## src/rtl/ncpu32k_ibus_responder_pkg.sv

```systemverilog
// Shared definitions for the instruction-bus responder: exception bit
// positions, response exception width and the FSM state encoding.
package ncpu32k_ibus_responder_pkg;

  localparam int EXC_ITM = 0;
  localparam int EXC_IPF = 1;
  localparam int EXC_BUS = 2;
  localparam int BEXC_W  = 3;

  typedef enum logic [1:0] {
    ST_IDLE  = 2'd0,
    ST_MEM_A = 2'd1,
    ST_MEM_B = 2'd2,
    ST_RESP  = 2'd3
  } state_t;

endpackage

```

## src/rtl/ncpu32k_ibus_responder_dff.sv

```systemverilog
// Load-enabled register with asynchronous active-low reset to a fixed value,
// in the style of the nDFF_lr cell.
module ncpu32k_ibus_responder_dff #(
  parameter int              DATA_W  = 32,
  parameter logic [DATA_W-1:0] RST_VAL = '0
) (
  input  logic              clk,
  input  logic              rst_n,
  input  logic              load,
  input  logic [DATA_W-1:0] d,
  output logic [DATA_W-1:0] q
);

  always_ff @(posedge clk or negedge rst_n) begin
    if (!rst_n)
      q <= RST_VAL;
    else if (load)
      q <= d;
  end

endmodule

```

## src/rtl/ncpu32k_ibus_responder.sv

```systemverilog
// Instruction-fetch A/B channel responder: forwards one request at a time to a
// simple memory port or answers MMU exceptions directly.
// Optional: NCPU_IBUS_RESP_ALIGN_CHECK_EN flags misaligned fetches as bus errors.
module ncpu32k_ibus_responder
  import ncpu32k_ibus_responder_pkg::*;
#(
  parameter logic [31:0] CONFIG_EXC_INSN       = 32'h0000_0000,
  parameter int          CONFIG_PIPEBUF_BYPASS = 1
) (
  input  logic              clk,
  input  logic              rst_n,
  input  logic              icache_AVALID,
  output logic              icache_AREADY,
  input  logic [31:0]       icache_AADDR,
  input  logic [1:0]        icache_AEXC,
  output logic              icache_BVALID,
  input  logic              icache_BREADY,
  output logic [31:0]       icache_BDATA,
  output logic [BEXC_W-1:0] icache_BEXC,
  output logic              mem_AVALID,
  input  logic              mem_AREADY,
  output logic [31:0]       mem_AADDR,
  input  logic              mem_BVALID,
  input  logic [31:0]       mem_BDATA
);

  state_t            state, state_nxt;
  logic              ld_addr, ld_resp;
  logic [31:0]       resp_data;
  logic [BEXC_W-1:0] resp_exc;
  logic [31:0]       addr_r;
  logic              misalign;
  logic              acc_mmu_exc, acc_bus_exc, acc_short;
  logic [BEXC_W-1:0] acc_exc;

`ifdef NCPU_IBUS_RESP_ALIGN_CHECK_EN
  assign misalign = |icache_AADDR[1:0];
`else
  assign misalign = 1'b0;
`endif

  // MMU exceptions outrank misalignment; either one bypasses memory entirely.
  assign acc_mmu_exc = |icache_AEXC;
  assign acc_bus_exc = ~acc_mmu_exc & misalign;
  assign acc_short   = acc_mmu_exc | acc_bus_exc;
  assign acc_exc     = {acc_bus_exc, icache_AEXC};

  always_ff @(posedge clk or negedge rst_n) begin
    if (!rst_n)
      state <= ST_IDLE;
    else
      state <= state_nxt;
  end

  always_comb begin
    state_nxt     = state;
    icache_AREADY = 1'b0;
    mem_AVALID    = 1'b0;
    ld_addr       = 1'b0;
    ld_resp       = 1'b0;
    resp_data     = mem_BDATA;
    resp_exc      = '0;
    case (state)
      ST_IDLE: begin
        icache_AREADY = 1'b1;
        if (icache_AVALID) begin
          ld_addr = 1'b1;
          if (acc_short) begin
            ld_resp   = 1'b1;
            resp_data = CONFIG_EXC_INSN;
            resp_exc  = acc_exc;
            state_nxt = ST_RESP;
          end else begin
            state_nxt = ST_MEM_A;
          end
        end
      end
      ST_MEM_A: begin
        mem_AVALID = 1'b1;
        if (mem_AREADY) begin
          if (mem_BVALID) begin
            ld_resp   = 1'b1;
            state_nxt = ST_RESP;
          end else begin
            state_nxt = ST_MEM_B;
          end
        end
      end
      ST_MEM_B: begin
        if (mem_BVALID) begin
          ld_resp   = 1'b1;
          state_nxt = ST_RESP;
        end
      end
      ST_RESP: begin
        icache_AREADY = (CONFIG_PIPEBUF_BYPASS != 0) && icache_BREADY;
        if (icache_BREADY) begin
          state_nxt = ST_IDLE;
          // Back-to-back accept: the new request replaces the drained response.
          if (icache_AVALID && (CONFIG_PIPEBUF_BYPASS != 0)) begin
            ld_addr = 1'b1;
            if (acc_short) begin
              ld_resp   = 1'b1;
              resp_data = CONFIG_EXC_INSN;
              resp_exc  = acc_exc;
              state_nxt = ST_RESP;
            end else begin
              state_nxt = ST_MEM_A;
            end
          end
        end
      end
      default: state_nxt = ST_IDLE;
    endcase
  end

  assign icache_BVALID = (state == ST_RESP);
  assign mem_AADDR     = addr_r & 32'hFFFF_FFFC;

  ncpu32k_ibus_responder_dff #(.DATA_W(32)) addr_ff (
    .clk(clk), .rst_n(rst_n), .load(ld_addr), .d(icache_AADDR), .q(addr_r)
  );

  ncpu32k_ibus_responder_dff #(.DATA_W(32)) bdata_ff (
    .clk(clk), .rst_n(rst_n), .load(ld_resp), .d(resp_data), .q(icache_BDATA)
  );

  ncpu32k_ibus_responder_dff #(.DATA_W(BEXC_W)) bexc_ff (
    .clk(clk), .rst_n(rst_n), .load(ld_resp), .d(resp_exc), .q(icache_BEXC)
  );

`ifndef SYNTHESIS
  always @(posedge clk) begin
    if (rst_n) begin
      assert (!(icache_AVALID && icache_AREADY && icache_AEXC == 2'b11))
        else $error("illegal AEXC=2'b11 accepted");
      assert (!(mem_BVALID && state != ST_MEM_A && state != ST_MEM_B))
        else $error("mem_BVALID outside a memory transaction");
    end
  end
`endif

endmodule

```

## config.mk

```make
export PLATFORM = sky130hd
export DESIGN_NAME = ncpu32k_ibus_responder
export DESIGN_NICKNAME = d
export VERILOG_FILES = /design/src/rtl/ncpu32k_ibus_responder_pkg.sv /design/src/rtl/ncpu32k_ibus_responder_dff.sv /design/src/rtl/ncpu32k_ibus_responder.sv
export SDC_FILE = /design/constraint.sdc
export NUM_CORES = 1
export LEC_CHECK = 0
export CORE_UTILIZATION = 40
export DETAILED_ROUTE_END_ITERATION = 8
export PLACE_DENSITY = 0.79
export SLEW_MARGIN = 20
export SYNTH_ARGS = -nofsm -noshare
export SYNTH_HDL_FRONTEND = slang
export SYNTH_SLANG_ARGS = --single-unit
```

## constraint.sdc

```tcl
create_clock -name clk -period 3.6 [get_ports clk]
set_input_delay 0.72 -clock clk [delete_from_list [all_inputs] [get_ports clk]]
set_output_delay 0.72 -clock clk [all_outputs]
set_load 0.005 [all_outputs]
```

==> results.py, run 1 <==
metrics = {
    "status": {
        "outcome": "finished clean",
    },
    "flow_run": {
        "drv_cap": 0,
    },
    "clock_network": {
        "clk_latency_ps": 330,
        "numClockSinks": 66,
        "clockBufferDepth": 2,
        "ctsResizeCount": 0,
        "cts_root_buf": "clkbuf_8",
        "cts_hold_buf": 0,
        "cts_tree": "yes",
        "htree_levels": 3,
        "clk_pin_slew_ps": 70,
        "numCtsBuffers": 9,
        "postCtsSetupRepairBufs": 0,
    },
    "hold_path": {
        "hold_path_class": "reg -> reg",
    },
    "finish": {
        "layout.cells.most_common": "clkdlybuf4s50_1",
        "syn2layout_area_growth_pct": 49.9,
        "n_antenna_cell": 0,
        "final_cell_mix": "clkdlybuf4s50_1 (135), dfrtp_1 (66), inv_1 (35)",
        "stdcell_area_um2": 4800,
        "drive_gt1_frac": 0.223,
        "nets": 456,
    },
    "floorplanning": {
        "design.core.area_um2": 7730,
        "die_w_um": 91.5,
        "row_count": 32,
        "ios": 142,
        "die_y_um": 91.5,
        "die-area_um2": 8370,
        "start_util": 0.415,
    },
    "synthesis": {
        "syn_inst": 249,
        "synth_area_um2": 3200,
        "avgSynthCellArea_um2": 12.9,
        "ys_seq_area_frac": 0.515,
        "synth_top_family_by_area": "compound AO/OA/AOI/OAI gates",
        "yosysWarningCount": 0,
        "ys_seq_elements": 66,
        "yosys.area_share.simple": 0.0207,
        "synth_compound_area_frac": 0.237,
        "synth_mux_area_frac": 0.112,
        "synth-xor-area-share": 0,
        "synthAdderAreaFrac": 0.0156,
        "yosysUniqueCellTypes": 26,
    },
    "sta": {
        "clock.fmax_mhz": 368,
        "period_needed_ps": 2720,
        "report.final.slew_viol_count": 0,
        "rsz0062_at_grt": "false",
        "slew_headroom": 0.450,
        "period_share": 0.754,
        "fin_ws_ps": 885,
        "finalHoldViolations": 0,
        "tns_ps": 0,
        "tightest_slew_ps": 824,
        "clock_skew_ps": 8.64,
        "setup_viol": 0,
    },
    "grt": {
        "grt_pass1_vias": 2524,
        "grt_first_pass_wirelength_um": 12400,
        "grt_overflow": 0,
        "grt_max_degree": 67,
        "antenna_found_initial": 0,
        "grt_util_all_layers": 0.187,
    },
    "worst_setup_path": {
        "critPathTopFamily": "buffers and inverters",
        "crit_buf_inv": 2,
        "crit_required_ps": 2880,
        "arrival_ps": 2000,
        "crit_type": "in -> out",
        "start_kind": "input port",
        "path_cells": "clkdlybuf4s50_1 -> a21oi_4 -> nor2_1 -> clkdlybuf4s50_1",
        "path_common_cell": "clkdlybuf4s50_1",
        "cp-end-kind": "primary output",
        "cpPeakStageDelay_ps": 530,
        "worstPathMaxFanout": 2,
        "slowest_stage": "clkdlybuf4s50_1",
    },
    "power_and_ir_drop": {
        "p_leak_nw": 2.03,
        "peakVddDrop_v": 0.000323,
        "power.density_nw_per_um2": 851,
    },
    "routing": {
        "drtIter0Drc": 58,
        "first_pass_iters": 4,
        "wl_per_cell_um": 15.6,
        "routed_wirelength_um": 7580,
        "via_per_inst": 5.13,
        "drc_errors": 0,
        "postRouteAntennaNets": 0,
        "route.vias.total": 2496,
    },
    "placed_design": {
        "placed_area_um2": 4610,
        "dp_slack_ps": 888,
        "gp_congestion": 0.782,
        "dp_hpwl_um": 5290,
        "port_buffers": 136,
    },
}
## cells in the mapped netlist
| library cell | instances | area share |
|---|---|---|
| inv_1 | 35 | 0.041 |
| clkbuf_1 | 12 | 0.014 |
| buf_4 | 6 | 0.014 |
| or2_2 | 1 | 0.0020 |
| nor2_1 | 3 | 0.0035 |
| o21ai_2 | 1 | 0.0027 |
| nor3b_2 | 1 | 0.0039 |
| nand2_1 | 1 | 0.0012 |
| a22o_1 | 2 | 0.0055 |
| o22a_1 | 1 | 0.0027 |
| conb_1 | 1 | 0.0012 |
| ha_1 | 4 | 0.016 |
| o22ai_1 | 1 | 0.0020 |
| nand2b_4 | 1 | 0.0043 |
| a2111oi_2 | 1 | 0.0047 |
| buf_6 | 8 | 0.028 |
| nor2b_1 | 3 | 0.0059 |
| mux2_2 | 27 | 0.095 |
| mux2_1 | 5 | 0.018 |
| dfrtp_1 | 66 | 0.52 |
| o31ai_2 | 28 | 0.11 |
| a21oi_1 | 3 | 0.0047 |
| o221ai_1 | 32 | 0.087 |
| a211oi_4 | 1 | 0.0062 |
| a21oi_2 | 1 | 0.0027 |
| o31ai_1 | 4 | 0.0094 |
## flip-flops by register name (all words and copies together), names as in the netlist
signal	flops
state	2
addr_ff.q	30
bdata_ff.q	32
bexc_ff.q	2
## metrics by stage
stage	utilization	hold WS, ps	power (W)	instances
2_1_floorplan	-	424	0.00254	251
3_3_place_gp	0.596	469	0.00344	471
3_5_place_dp	0.596	477	0.00350	471
4_1_cts	0.622	490	0.00413	487
5_1_grt	0.622	503	0.00435	487
6_report	0.622	485	0.00409	487
## cells by family after synthesis
kind of cell             Yosys count
flip-flops                        66
other                              1
AO/OA/AOI/OAI                     75
multiplexers                      32
AND/OR/NAND/NOR                   10
adder cells (fa/ha/maj)            4
buffers and inverters             61
## where the power goes
group | internal (W) | total (W) | switching, W
logic | 0.00121 | 0.00220 | 0.000990
clock network | 0.000358 | 0.000621 | 0.000263
registers | 0.00109 | 0.00127 | 0.000177
## worst register-to-register path, cell delays in order, from the launching register on
cell	delay (ps)
dfrtp_1	400
inv_1	80
ha_1	280
a21oi_4	140
buf_4	360
o22a_2	480
buf_12	250
o31ai_1	110
## path summary, 6_finish.rpt
path	startpoint	endpoint	slack, ps	depth (start not counted)
max reg2reg	state[0]	bdata_ff.q[1]	1380	7
min in group asynchronous	rst_n	addr_ff.q[12]	550	2
min	addr_ff.q[2]	addr_ff.q[2]	480	1
max in group asynchronous	rst_n	bdata_ff.q[2]	2480	2
min reg2reg	addr_ff.q[2]	addr_ff.q[2]	480	1
max	icache_BREADY	icache_AREADY	880	4
## per-layer routing
layer,vias up,routed length (um),global-route usage
met5,-,0,0
met4,0,145,0.0675
met3,17,531,0.0436
met2,104,3650,0.307
met1,1203,3250,0.241
li1,1172,-,-
## cell type report
cell class / instances / area, um2
Tap cell: 102 / 128
Multi-Input combinational cell: 124 / 1270
Inverter: 35 / 131
Fill cell: 605 / 2920
Sequential cell: 66 / 1650
Clock buffer: 14 / 163
Timing Repair Buffer: 144 / 1430
Clock inverter: 2 / 35.0
Note: power is estimated with default switching activity, not from simulation.
==> inputs of run 2 (changes only) <==
==> constraint.sdc (replaced) <==
create_clock -name clk -period 2.65 [get_ports clk]
set_input_delay 0.53 -clock clk [delete_from_list [all_inputs] [get_ports clk]]
set_output_delay 0.53 -clock clk [all_outputs]
set_load 0.005 [all_outputs]
==> run 2 against run 1 <==
Effect of this change: global-route usage grew 0.26 points; clock power grew 9.7%; wire length grew 0.38%; first-iteration DRC count grew 33%; core utilization grew 0.31 points; worst setup slack lost 610 ps; hold slack lost 290 ps; sequential power grew 36%; design area grew 0.49%.
==> results.py, run 2 (synthesized netlist as in run 1, its figures left out) <==
metrics = {
    "worst_setup_path": {
        "crit_buf_inv": 2,
        "cp-end-kind": "primary output",
        "start_kind": "flop",
        "crit_type": "reg -> out",
        "r2r-end": "addr_ff.q[31]",
        "cpPeakStageDelay_ps": 530,
        "arrival_ps": 1840,
        "critPathTopFamily": "buffers and inverters",
        "crit_required_ps": 2120,
        "reg2reg_from": "state[0]",
        "worst-r2r-setup-slack_ps": 640,
        "rr_worst_depth": 7,
        "worstPathMaxFanout": 4,
        "slowest_stage": "clkdlybuf4s50_1",
        "path_cells": "inv_1 -> ha_1 -> nor2_1 -> clkdlybuf4s50_1",
    },
    "finish": {
        "layout.cells.most_common": "clkdlybuf4s50_1",
        "n_antenna_cell": 0,
        "drive_gt1_frac": 0.236,
        "final_cell_mix": "clkdlybuf4s50_1 (135), dfrtp_1 (66), inv_1 (35)",
        "largest_reg_flops": 32,
        "nets": 462,
        "syn2layout_area_growth_pct": 50.7,
        "fillers": 647,
        "largest_registers": "bdata_ff.q (32), addr_ff.q (30)",
        "final_util": 0.625,
        "top_register": "bdata_ff.q",
    },
    "grt": {
        "grt_max_degree": 33,
        "grt_first_pass_wirelength_um": 12300,
        "grt_util_all_layers": 0.190,
        "grt_overflow": 0,
        "antenna_found_initial": 0,
        "grt_pass1_vias": 2499,
    },
    "routing": {
        "postRouteAntennaNets": 0,
        "drc_errors": 0,
        "route.vias.total": 2526,
        "first_pass_iters": 5,
        "wl_per_cell_um": 15.5,
        "drtIter0Drc": 77,
        "via_per_inst": 5.13,
        "routed_wirelength_um": 7610,
    },
    "sta": {
        "rsz0062_at_grt": "false",
        "clock_skew_ps": 11.8,
        "period_share": 0.896,
        "period_needed_ps": 2370,
        "tightest_slew_ps": 574,
        "slew_headroom": 0.617,
        "fin_ws_ps": 275,
        "finalHoldViolations": 0,
        "setup_viol": 0,
        "report.final.slew_viol_count": 0,
        "clock.fmax_mhz": 421,
        "tns_ps": 0,
    },
    "power_and_ir_drop": {
        "power.density_nw_per_um2": 1130,
        "peakVddDrop_v": 0.000510,
        "internal-power_w": 0.00353,
        "p_clk_frac": 0.124,
        "p_sw_w": 0.00195,
        "seq_power_share": 0.316,
        "switching_share": 0.356,
        "p_leak_nw": 2.05,
        "total_power_w": 0.00548,
        "comb_power_share": 0.560,
    },
    "clock_network": {
        "cts_hold_buf": 0,
        "clockBufferDepth": 2,
        "cts_tree": "yes",
        "htree_levels": 3,
        "numCtsBuffers": 9,
        "clk_pin_slew_ps": 70,
        "numClockSinks": 66,
        "postCtsSetupRepairBufs": 0,
        "cts_root_buf": "clkbuf_8",
        "ctsResizeCount": 0,
        "clk_latency_ps": 330,
    },
    "floorplanning": {
        "design.core.area_um2": 7730,
        "die-area_um2": 8370,
        "start_util": 0.415,
        "die_y_um": 91.5,
        "ios": 142,
        "die_w_um": 91.5,
        "row_count": 32,
    },
    "flow_run": {
        "drv_cap": 0,
    },
    "placed_design": {
        "dp_hpwl_um": 5450,
        "port_buffers": 136,
        "dp_slack_ps": 325,
        "gp_congestion": 0.767,
    },
    "hold_path": {
        "hold_path_class": "in -> async",
    },
    "status": {
        "outcome": "finished clean",
    },
}
[run 2: changes by cell type in the layout (fill, tap and decap cells not counted), sizes merged]
cell / change
buf: +6
clkbuf: -3
clkinv: +3
bufinv: -1
[run 2: power groups by stage]
stage               clock, W  combinational [W]  sequential, W
floorplan                  0            0.00169        0.00176
global placement           0            0.00304        0.00173
detailed placement         0            0.00311        0.00175
CTS                 0.000707            0.00312        0.00173
global route        0.000746            0.00331        0.00180
finish              0.000681            0.00307        0.00173
[run 2: final cells by class]
| type | count | area [um2] | share of cell area |
|---|---|---|---|
| Sequential cell | 66 | 1650 | 0.342 |
| Tap cell | 102 | 128 | 0.0264 |
| Clock buffer | 11 | 131 | 0.0272 |
| Timing Repair Buffer | 150 | 1500 | 0.310 |
| Multi-Input combinational cell | 124 | 1270 | 0.263 |
| Clock inverter | 4 | 20.0 | 0.00415 |
| Inverter | 35 | 131 | 0.0272 |
[run 2: worst max path at each step]
stage | startpoint | endpoint | slack, ps | cells after the start
floorplan | state[0] | icache_AREADY | 820 | 4
global placement | icache_BREADY | icache_AREADY | 340 | 4
detailed placement | icache_BREADY | addr_ff.q[29] | 330 | 6
CTS | state[0] | icache_AREADY | 230 | 4
global route | state[0] | icache_AREADY | 180 | 4
finish | state[0] | icache_AREADY | 280 | 4
[run 2: layer usage]
metal  share of wire  vias up  global-route usage  wire, um
met5               0        -                   0         0
met3           0.066       15              0.0377       504
met1            0.42     1222               0.241      3190
li1                -     1183                   -         -
met4           0.017        0              0.0675       132
met2            0.50      106               0.321      3780
[run 2: worst reg2reg max path, cell delays in order (launching register included)]
cell and delay [ps]:
dfrtp_1 410, inv_1 90, ha_1 290, a21oi_4 50, buf_4 200, nor3b_4 190, buf_4 270, mux2_2 370
[run 2: stage by stage]
| stage | cell area, um2 | hold slack, ps | std cells |
|---|---|---|---|
| detailed placement | 4680 | 474 | 477 |
| finish | 4830 | 191 | 492 |
| global route | 4830 | 224 | 492 |
| CTS | 4830 | 198 | 492 |
| floorplan | 3210 | 234 | 251 |
| global placement | 4680 | 469 | 477 |
==> inputs of run 3 (changes only) <==
--- a/config.mk
+++ b/config.mk
@@ -5,9 +5,9 @@
 export SDC_FILE = /design/constraint.sdc
 export NUM_CORES = 1
 export LEC_CHECK = 0
-export CORE_UTILIZATION = 40
+export CORE_UTILIZATION = 42
 export DETAILED_ROUTE_END_ITERATION = 8
-export PLACE_DENSITY = 0.79
+export PLACE_DENSITY = 0.82
 export SLEW_MARGIN = 20
 export SYNTH_ARGS = -nofsm -noshare
 export SYNTH_HDL_FRONTEND = slang
==> run 3 against run 2 <==
Effect of this change: critical path type unchanged; clock power rose by 24%; fmax fell by 0.83%; combinational power fell by 1%; die area shrank 4.7%; largest cell class unchanged; core utilization grew 3.5 points; total power is 2.3% higher.
==> results.py, run 3 (synthesized netlist as in run 1, its figures left out) <==
metrics = {
    "finish": {
        "largest_reg_flops": 32,
        "largest_registers": "bdata_ff.q (32), addr_ff.q (30)",
        "syn2layout_area_growth_pct": 50.9,
        "stdcell_area_um2": 4840,
        "n_antenna_cell": 0,
        "final_cell_mix": "clkdlybuf4s50_1 (135), dfrtp_1 (66), inv_1 (35)",
        "top_register": "bdata_ff.q",
        "drive_gt1_frac": 0.229,
        "nets": 459,
        "layout.cells.most_common": "clkdlybuf4s50_1",
    },
    "routing": {
        "drtIter0Drc": 63,
        "drc_errors": 0,
        "route.vias.total": 2517,
        "first_pass_iters": 4,
        "via_per_inst": 5.17,
        "postRouteAntennaNets": 0,
        "wl_per_cell_um": 15.7,
        "routed_wirelength_um": 7630,
    },
    "clock_network": {
        "clockBufferDepth": 2,
        "cts_tree": "yes",
        "ctsResizeCount": 0,
        "cts_hold_buf": 0,
        "numClockSinks": 66,
        "cts_root_buf": "clkbuf_8",
        "htree_levels": 3,
        "postCtsSetupRepairBufs": 0,
        "clk_pin_slew_ps": 70,
        "clk_latency_ps": 340,
        "numCtsBuffers": 9,
    },
    "floorplanning": {
        "row_count": 31,
        "die-area_um2": 7980,
        "design.core.area_um2": 7330,
        "ios": 142,
        "die_w_um": 89.3,
        "start_util": 0.437,
        "die_y_um": 89.3,
    },
    "placed_design": {
        "dp_hpwl_um": 5340,
        "port_buffers": 136,
        "gp_congestion": 0.847,
        "placed_area_um2": 4640,
    },
    "worst_setup_path": {
        "crit_type": "reg -> out",
        "worst-r2r-setup-slack_ps": 520,
        "crit_required_ps": 2120,
        "worstPathMaxFanout": 4,
        "start_kind": "flop",
        "cp-end-kind": "primary output",
        "arrival_ps": 1860,
    },
    "grt": {
        "grt_first_pass_wirelength_um": 12000,
        "antenna_found_initial": 0,
        "grt_overflow": 0,
        "grt_max_degree": 36,
        "grt_util_all_layers": 0.198,
        "grt_pass1_vias": 2431,
    },
    "sta": {
        "report.final.slew_viol_count": 0,
        "rsz0062_at_grt": "false",
        "tightest_slew_ps": 942,
        "clock.fmax_mhz": 418,
        "slew_headroom": 0.372,
        "clock_skew_ps": 7.86,
        "finalHoldViolations": 0,
        "tns_ps": 0,
        "period_share": 0.904,
        "setup_viol": 0,
        "period_needed_ps": 2390,
    },
    "power_and_ir_drop": {
        "p_leak_nw": 2.05,
        "peakVddDrop_v": 0.000606,
        "power.density_nw_per_um2": 1160,
    },
    "flow_run": {
        "drv_cap": 0,
    },
    "status": {
        "outcome": "finished clean",
    },
    "hold_path": {
        "hold_path_class": "in -> async",
    },
}
run 3: cell type report:
class | count | area, um2
clock buffer | 14 | 163
clock inverter | 2 | 35.0
fill | 560 | 2490
inverter | 35 | 131
multi-input combinational | 124 | 1270
sequential | 66 | 1650
tap | 99 | 124
timing repair buffer | 147 | 1460
run 3: per-layer routing:
metal,vias to the layer above,share of wire,global-route usage,routed length (um)
li1,1177,-,-,-
met1,1225,0.43,0.256,3260
met2,105,0.49,0.323,3720
met3,10,0.072,0.0526,551
met4,0,0.014,0.0678,106
met5,-,0,0,0
run 3: metrics by stage:
step                      std cells  hold slack (ps)  power, W  setup slack (ps)  utilization
after floorplan                 251              234   0.00345               817            -
after global placement          471              469   0.00472               257        0.633
after detailed placement        471              479   0.00481               184        0.633
after CTS                       487              262   0.00567               229        0.660
after global routing            487              298   0.00598               173        0.660
final                           487              255   0.00560               255        0.660
run 3: power breakdown:
group	internal (W)	switching (W)
logic	0.00168	0.00135
clock network	0.000486	0.000361
registers	0.00149	0.000243
total	0.00365	0.00195
run 3: path summary, 6_finish.rpt:
check                               from             end  cells past startpoint
max                             state[0]   icache_AREADY                      4
min                                rst_n    addr_ff.q[5]                      1
max reg2reg                     state[0]  bdata_ff.q[31]                      5
min reg2reg                addr_ff.q[29]   addr_ff.q[29]                      1
max in group asynchronous          rst_n   addr_ff.q[11]                      2
min in group clk           addr_ff.q[29]   addr_ff.q[29]                      1
run 3: critical path: stages (launching register included):
cell and delay (ps):
dfrtp_1 390, inv_1 80, ha_1 390, nor2_1 150
clkdlybuf4s50_1 530
